--- src/rtl/alu_sequencer.sv ---
// Control sequencer for one register-to-register ALU instruction on the shared-bus datapath.
// Walks operand fetch into Y, ALU evaluation into Z, and write-back of Z-low into Ra.
module alu_sequencer (
    input  logic       clock,
    input  logic       clear_n,
    input  logic       start,
    input  logic [4:0] opcode,
    input  logic [3:0] ra,
    input  logic [3:0] rb,
    input  logic [3:0] rc,
    output logic       busy,
    output logic       done,
    output logic       illegal,
    output logic [3:0] rsel,
    output logic       rout,
    output logic       rin,
    output logic       yin,
    output logic       zin,
    output logic       zlo_out,
    output logic [9:0] alu_op,
    output logic [2:0] dbg_state
);

    // Handshake: start is accepted on a rising edge only while busy=0 (IDLE);
    // busy stays high until the cycle after the done or illegal pulse.
    typedef enum logic [2:0] {
        S_IDLE = 3'd0,
        S_TY   = 3'd1,
        S_TZ   = 3'd2,
        S_TW   = 3'd3,
        S_DONE = 3'd4,
        S_ERR  = 3'd5
    } state_t;

    state_t     state_q, state_d;
    logic [4:0] opcode_q;
    logic [3:0] ra_q, rb_q, rc_q;
    logic       accept;
    logic       in_legal;
    logic       in_unary;
    logic [9:0] op_onehot_q;
    logic       unary_q;

    function automatic logic [9:0] decode_op(input logic [4:0] op);
        logic [9:0] sel;
        sel = 10'b0;
        case (op)
            5'b00011: sel = 10'b0000000001;
            5'b00100: sel = 10'b0000000010;
            5'b00101: sel = 10'b0000000100;
            5'b00110: sel = 10'b0000001000;
            5'b00111: sel = 10'b0000010000;
            5'b01001: sel = 10'b0000100000;
            5'b01010: sel = 10'b0001000000;
            5'b01011: sel = 10'b0010000000;
            5'b10001: sel = 10'b0100000000;
            5'b10010: sel = 10'b1000000000;
            default:  sel = 10'b0;
        endcase
        return sel;
    endfunction

    function automatic logic is_unary(input logic [4:0] op);
        return (op == 5'b10001) || (op == 5'b10010);
    endfunction

    assign accept      = (state_q == S_IDLE) && start;
    assign in_legal    = |decode_op(opcode);
    assign in_unary    = is_unary(opcode);
    assign op_onehot_q = decode_op(opcode_q);
    assign unary_q     = is_unary(opcode_q);
    assign dbg_state   = state_q;

    always_ff @(posedge clock or negedge clear_n) begin
        if (!clear_n) begin
            state_q <= S_IDLE;
        end else begin
            state_q <= state_d;
        end
    end

    // Fields are captured only on acceptance so later input changes cannot disturb a running op.
    always_ff @(posedge clock or negedge clear_n) begin
        if (!clear_n) begin
            opcode_q <= 5'd0;
            ra_q     <= 4'd0;
            rb_q     <= 4'd0;
            rc_q     <= 4'd0;
        end else if (accept) begin
            opcode_q <= opcode;
            ra_q     <= ra;
            rb_q     <= rb;
            rc_q     <= rc;
        end
    end

    always_comb begin
        state_d = state_q;
        case (state_q)
            S_IDLE: begin
                if (start) begin
                    if (!in_legal) begin
                        state_d = S_ERR;
                    end else if (in_unary) begin
                        state_d = S_TZ;
                    end else begin
                        state_d = S_TY;
                    end
                end
            end
            S_TY:    state_d = S_TZ;
            S_TZ:    state_d = S_TW;
            S_TW:    state_d = S_DONE;
            S_DONE:  state_d = S_IDLE;
            S_ERR:   state_d = S_IDLE;
            default: state_d = S_IDLE;
        endcase
    end

    always_comb begin
        busy    = 1'b0;
        done    = 1'b0;
        illegal = 1'b0;
        rsel    = 4'd0;
        rout    = 1'b0;
        rin     = 1'b0;
        yin     = 1'b0;
        zin     = 1'b0;
        zlo_out = 1'b0;
        alu_op  = 10'b0;
        case (state_q)
            S_IDLE: begin
            end
            S_TY: begin
                busy = 1'b1;
                rsel = rb_q;
                rout = 1'b1;
                yin  = 1'b1;
            end
            S_TZ: begin
                busy   = 1'b1;
                // Unary ops take their single operand from Rb; Rc is ignored.
                rsel   = unary_q ? rb_q : rc_q;
                rout   = 1'b1;
                zin    = 1'b1;
                alu_op = op_onehot_q;
            end
            S_TW: begin
                busy    = 1'b1;
                rsel    = ra_q;
                zlo_out = 1'b1;
                rin     = 1'b1;
            end
            S_DONE: begin
                busy = 1'b1;
                done = 1'b1;
            end
            S_ERR: begin
                busy    = 1'b1;
                illegal = 1'b1;
            end
            default: begin
            end
        endcase
    end

endmodule

--- config.mk ---
export PLATFORM = sky130hd
export DESIGN_NAME = alu_sequencer
export DESIGN_NICKNAME = d
export VERILOG_FILES = /design/src/rtl/alu_sequencer.sv
export SDC_FILE = /design/constraint.sdc
export NUM_CORES = 1
export LEC_CHECK = 0
export CAP_MARGIN = 5
export CORE_MARGIN = 5
export CORE_UTILIZATION = 48
export DETAILED_ROUTE_END_ITERATION = 6
export PLACE_DENSITY = 0.85
export SLEW_MARGIN = 20
export SYNTH_ARGS = -nofsm -noshare
export SYNTH_HDL_FRONTEND = slang
export SYNTH_SLANG_ARGS = --single-unit
export TNS_END_PERCENT = 10
--- constraint.sdc ---
create_clock -name clock -period 4.7 [get_ports clock]
set_input_delay 0.94 -clock clock [delete_from_list [all_inputs] [get_ports clock]]
set_output_delay 0.94 -clock clock [all_outputs]
set_load 0.02 [all_outputs]
# Yosys cells after proc, flatten, opt, wreduce, memory -nomap -nowiden
# Memory sizes are Yosys's and may differ from the RTL's.
# Cells that the tools add are included.
[word_totals]
register_bits = 20
mem_bits_ro = 640
in_bits = 20
output_inout_bits = 25
elab_cells = 38
mem_count = 2
[classes]
eq_ne = 10
muxes = 14
n_reduce_logical = 7
[mem_list]
columns = ["name", "depth", "width", "rd", "rd_ports_with_merged_regs", "write_ports", "line", "text"]
rows = [
  ["(no name shown)", 32, 10, 1, 0, 0, "47", "case (op)"],
  ["(no name shown)", 32, 10, 1, 0, 0, "47", ""],
]
[ops]
columns = ["op", "n"]
rows = [
  ["5-bit equality test (second input constant)", 4],
  ["3-bit one-hot mux with 4 select lines", 1],
  ["4-bit one-hot mux with 3 select lines", 1],
  ["10-bit 2-to-1 mux", 1],
  ["10-bit OR reduction", 1],
  ["1-bit 2-to-1 mux", 7],
  ["3-bit by 2-bit equality test with 1-bit output (second input constant)", 2],
  ["3-bit equality test (second input constant)", 2],
  ["3-bit 2-to-1 mux", 2],
  ["5-bit OR reduction", 1],
  ["4-bit 2-to-1 mux", 1],
  ["3-bit by 1-bit equality test with 1-bit output (second input constant)", 1],
  ["3-bit logical NOT", 1],
  ["1-bit logical OR", 2],
  ["2-bit 2-to-1 mux", 1],
  ["2-bit != test (second input constant)", 1],
  ["2-bit OR reduction", 1],
  ["1-bit logical AND", 1],
]

# Logic depth before layout (Yosys ltp)
# Gate-level depths: netlist of the first run.
[logic_depth]
ltp_word = 6
mapped_depth = 5
depth_no_buf = 3

# Worst setup path after synthesis of the first run
# OpenSTA, ideal clock, no wires.
[synth_timing]
path_type = "reg-to-output"
start = "register state_q[2] (netlist: dbg_state[2])"
end = "output port alu_op[6]"
arrival_time_ps = 1777
required_time_ps = 3760
path_slack_ps = 1983
stages_incl_launch_ff = 5
path_buffers = 1
path_cell_list = "dfrtp_1 buf_2 nor3b_2 nand2_1 nor4b_1"
[synth_between]
elab_chain_len = 2
[synth_rtl]
columns = ["element", "line", "text"]
rows = [
  ["start: declaration", "35", "state_t state_q, state_d;"],
  ["start signal: assignment", "78", "state_q <= state_d;"],
  ["3-bit by 2-bit equality test with 1-bit output", "131", "case (state_q)"],
  ["10-bit 2-to-1 mux", "131", ""],
  ["end: declaration", "20", "output logic [9:0] alu_op,"],
]
# Every way passes these cells.

# Final worst setup path of the first run
[layout_timing]
start = "register state_q[1] (netlist: dbg_state[1])"
end = "output port alu_op[6]"
# Same word-level chain as after synthesis.

==> impl_metrics.ini, run 1 <==
[clock_network]
post_cts_resized = 0
cts_inserted_buffers = 3
clkSinkCount = 20
path_clk_slew_ps = 120
root_buffer = clkbuf_4
clk_path_buf_depth = 2
cts_hold_buf = 0
clock_latency_ps = 300
postCtsSetupBuffers = 0
htree_levels = 1
cts_tree = done

[critical_path]
start_kind = flip-flop
path_class = reg -> out
crit_fanout = 17
cp-end-kind = primary output
required_ps = 3760
arrival_ps = 2960

[logic_synthesis]
netlist.area_leader.share = 0.4000
avgSynthCellArea_um2 = 11.07
syn-instance-count = 113
syn_area_um2 = 1251
ys_ff_latch = 20
ys_seq_area_frac = 0.4000
ys.flop_type = dfrtp_1
ys_warn_count = 0
yosys-top-cells-count = 20 x dfrtp_1, 12 x mux2_2, 10 x nand2_1, 9 x mux2_4
yosysMostFrequentCell = dfrtp_1
synth_top_cell_by_area = dfrtp_1
synth_edf_count = 0
async_flop_share = 1.000
ys_types = 33
syn_nets = 133
synthTopCellsByArea = dfrtp_1 40%, mux2_4 11%, mux2_2 11%

[global_route]
grt_pass1_vias = 1076
grt_start_max_net_pins = 21
overflow = 0
grtUsageTotal = 0.1729
grt_pass1_wl_mm = 4.878
antenna_found_initial = 0

[floorplan]
floorplan.initialDensity = 0.5051
die_x_um = 61.06
core_um2 = 2477
die_h_um = 61.06
rows = 18
die-area_um2 = 3728
ios = 45

[sta]
drv_slew = 0
timing.final.ws_setup_ps = 800.0
fmax_ghz = 0.2564
min_period_ps = 3900
setup_viol = 0
final_hold_viol_count = 0
tns_ps = 0
tightest_slew_ps = 920.8
clock_skew_ps = 3.966
rsz0062_at_grt = no
finalCritPeriodShare = 0.8298
slew_headroom = 0.3842

[run]
drv_cap = 0

[placement]
place_congestion = 0.7618
detailed_place_hpwl_mm = 2.248
placed_cells = 179
io_buffers = 44
pre_cts_ws_ps = 1150

[min_path]
hold_class = reg -> reg

[run_status]
status = completed

[route]
ant_nets = 0
dr.pass1.iters = 5
drt_iter0_drc = 43
wire_per_inst_um = 16.01
drc = 0
vias = 1027
drt-total-wl_mm = 2.930
via_per_inst = 5.612

[pwr]
pwr-share-clk = 0.091
p_per_area_nw_per_um2 = 648.5
switchingPower_w = 0.0004554
leakagePower_nw = 0.6721
internal-power_w = 0.0006538
peakVddDrop_mv = 0.4785
p_sw_frac = 0.4106
comb_power_share = 0.560
seq_power_share = 0.350

[cells_and_area]
diodes = 0
stdcell_count = 183
drive_gt1_frac = 0.1895
area_delta_synth_final_pct = 36.70
nets = 174
nFillCells = 208
routing by layer:
metal | GRT usage | routed length, um
met3 | 0.02935 | 179
met4 | 0.04644 | 23
met1 | 0.2230 | 1275
met2 | 0.2991 | 1451
met5 | 0 | 0
layout make-up:
class	instances	area [um^2]	share of cell area
clock buffer	4	36.28	0.02121
inverter	1	3.754	0.002195
multi-input combinational	83	684.4	0.4001
sequential	20	500.5	0.2926
tap	30	37.54	0.02195
timing repair buffer	45	447.9	0.2619
sequential cells by signal, indices dropped and copies added (netlist names):
| name | cells |
|---|---|
| opcode_q | 5 |
| ra_q | 4 |
| rc_q | 4 |
| dbg_state | 3 |
| rb_q | 4 |
through the flow:
stage          utilization  cell area [um^2]  hold slack (ps)  total power [W]
6_report            0.6904              1710            527.4         0.001109
2_1_floorplan            -              1251            475.0        0.0008033
3_3_place_gp        0.6758              1674            497.4        0.0009873
4_1_cts             0.6904              1710            531.0         0.001115
5_1_grt             0.6904              1710            553.0         0.001185
3_5_place_dp        0.6758              1674            500.7         0.001009
cells in the final DEF, fill, tap and decap left out, drive strengths merged:
| cell | instances |
|---|---|
| nand2b | 1 |
| and2 | 2 |
| nand3b | 2 |
| buf | 1 |
| and3 | 3 |
| a311oi | 1 |
| o211ai | 5 |
| mux2 | 21 |
| nand4 | 4 |
| nor3b | 5 |
| nor4b | 4 |
| nor2 | 5 |
| a211oi | 1 |
| o21a | 1 |
| xor2 | 2 |
| a21boi | 2 |
| nor2b | 3 |
| inv | 1 |
| a31o | 1 |
| nor3 | 3 |
| dfrtp | 20 |
| a2bb2oi | 1 |
| or3 | 1 |
| nand2 | 10 |
| xnor2 | 1 |
| and3b | 2 |
| a21oi | 2 |
| clkbuf | 4 |
| clkdlybuf4s50 | 44 |
power groups by stage:
stage	logic, W	clock network [W]	registers, W
after floorplan	0.000482	0	0.000322
after global placement	0.000606	0	0.000381
after detailed placement	0.000621	0	0.000388
after CTS	0.000627	0.000103	0.000385
after global routing	0.000664	0.000114	0.000406
final	0.000621	0.000100	0.000388
worst paths after layout:
kind	end	slack [ps]	cells past startpoint	start
max	alu_op[6]	800	4	dbg_state[1]
min	ra_q[2]	530	1	ra_q[2]
max reg2reg	rb_q[1]	2640	3	dbg_state[1]
min reg2reg	ra_q[2]	530	1	ra_q[2]
max in group asynchronous	opcode_q[0]	2990	1	clear_n
min in group asynchronous	rc_q[3]	1150	1	clear_n
critical path: stages (launching register included):
cell             delay (ps)
dfrtp_1                 720
nor3b_2                 730
nand2_1                 190
nor4b_1                 350
clkdlybuf4s50_1         670
cells by family (layout without fill, tap and decap cells):
kind of cell / count (synthesis) / in the layout / share of synthesized area
xor gates and xnor gates: 3 / 3 / 0.02100
and+or+nand+nor: 45 / 45 / 0.2270
DFF: 20 / 20 / 0.4000
muxes: 21 / 21 / 0.2160
buffers and inverters: 10 / 50 / 0.05300
AOI/OAI and AO/OA: 14 / 14 / 0.08301
Note: power is estimated with default switching activity, not from simulation.
==> inputs of run 2 (changes only) <==
Settings changed: CORE_UTILIZATION 48 to 40, PLACE_DENSITY 0.85 to 0.76.
Clock period 4.7 ns to 3.3 ns, I/O delays scaled along.
==> impl_metrics.ini, run 2 (same netlist as run 1, synthesis figures left out) <==
[run_status]
status = completed

[clock_network]
cts_inserted_buffers = 3
htree_levels = 1
clkSinkCount = 20
clock_latency_ps = 300
cts_hold_buf = 0
root_buffer = clkbuf_4
path_clk_slew_ps = 120
clk_path_buf_depth = 2
cts_tree = done

[route]
drt-met1-wl_mm = 1.304
ant_nets = 0
dr.pass1.iters = 4
met3_wirelength_um = 219
via_per_inst = 5.141
vias = 1023
met2_length_mm = 1.517
wire_per_inst_um = 15.53
dr.max_layer_used = met4
drc = 0
drt-total-wl_mm = 3.091
drt_iter0_drc = 60

[cells_and_area]
largest_register = opcode_q
drive_gt1_frac = 0.2000
area_delta_synth_final_pct = 41.10
mostFrequentLayoutCell = clkdlybuf4s50_1
nets = 176
largest_reg_flops = 5
diodes = 0
stdcell_count = 199
nFillCells = 264
layout_common_cells = 44 x clkdlybuf4s50_1, 20 x dfrtp_1, 12 x mux2_2

[critical_path]
crit_family = buffers and inverters
crit_buf_inv = 2
slowest_stage = clkdlybuf4s50_1
max_stage_delay_ps = 640
arrival_ps = 2380
cp-end-kind = primary output
start_kind = flip-flop
path_class = reg -> out
required_ps = 2640
crit_fanout = 11
crit_path_cell_trace = nor3b_4 > buf_4 > nand2_1 > o211ai_1 > clkdlybuf4s50_1

[pwr]
peakVddDrop_mv = 0.4726
finalPower_w = 0.001675
p_per_area_nw_per_um2 = 948.6
leakagePower_nw = 0.6903

[floorplan]
die-area_um2 = 4347
die_h_um = 65.93
die_x_um = 65.93
ios = 45
rows = 20
core_um2 = 3028
floorplan.initialDensity = 0.4132

[global_route]
grt_start_max_net_pins = 21
antenna_found_initial = 0
grtUsageTotal = 0.1528
grt_pass1_wl_mm = 5.099
overflow = 0
grt_pass1_vias = 1080

[sta]
slew_headroom = 0.3933
clock_skew_ps = 3.308
tns_ps = 0
tightest_slew_ps = 907.2
setup_viol = 0
finalCritPeriodShare = 0.9216
drv_slew = 0
min_period_ps = 3041
final_hold_viol_count = 0
fmax_ghz = 0.3288
rsz0062_at_grt = no

[min_path]
hold_class = reg -> reg

[placement]
placed_cells = 195
io_buffers = 44
detailed_place_hpwl_mm = 2.314
place_congestion = 0.8053

[run]
drv_cap = 0
run 2: worst paths after layout:
kind                                    from  cells after the start           to  slack [ps]
worst min register to register       ra_q[0]                      1      ra_q[0]         520
worst max register to register  dbg_state[1]                      4      ra_q[3]        1270
max in group asynchronous            clear_n                      1      rb_q[2]        1900
min in group asynchronous            clear_n                      1  opcode_q[2]         850
worst min-delay path                 ra_q[0]                      1      ra_q[0]         520
worst max-delay path            dbg_state[0]                      5      rsel[1]         260
run 2: cell type report:
type / count / area (um^2) / share of cell area
tap: 44 / 55.05 / 0.03118
multi-input combinational: 83 / 690.7 / 0.3912
sequential: 20 / 500.5 / 0.2835
clock inverter: 1 / 30.03 / 0.01701
clock buffer: 3 / 22.52 / 0.01276
timing repair buffer: 47 / 462.9 / 0.2622
inverter: 1 / 3.754 / 0.002126
run 2: what timing repair did:
| item | CTS | global route |
|---|---|---|
| buffers inserted | 0 | 0 |
| gates resized for setup | 0 | 1 |
| setup endpoints to repair | 0 | 1 |
run 2: stage by stage:
stage	area, um^2	util	hold WS (ps)	setup WS (ps)
floorplan	1251	-	364.4	863.5
global placement	1707	0.5636	492.2	639.6
detailed placement	1707	0.5636	494.3	545.3
CTS	1759	0.5810	524.0	165.1
global route	1765	0.5831	551.4	58.45
finish	1765	0.5831	515.9	258.7
run 2: worst register-to-register path: stages (launching register included):
cell     delay, ps
dfrtp_1        410
buf_4          210
nor4b_4        610
buf_4          340
mux2_2         360
run 2: per-layer routing:
layer / GRT usage / vias up
li1: - / 497
met1: 0.1773 / 488
met2: 0.2641 / 34
met3: 0.04932 / 4
met4: 0.05076 / 0
met5: 0 / -
run 2: power breakdown:
part	switching, W	leakage (nW)	internal (W)
sequential	0.000153	0.238	0.000368
combinational	0.000433	0.424	0.000518
clock	0.0000804	0.0279	0.000123
==> inputs of run 3 (changes only) <==
Settings changed: SLEW_MARGIN 20 to not set.
==> results of run 3 <==
No change in the layout: final DEF, timing and power equal those of run 2.
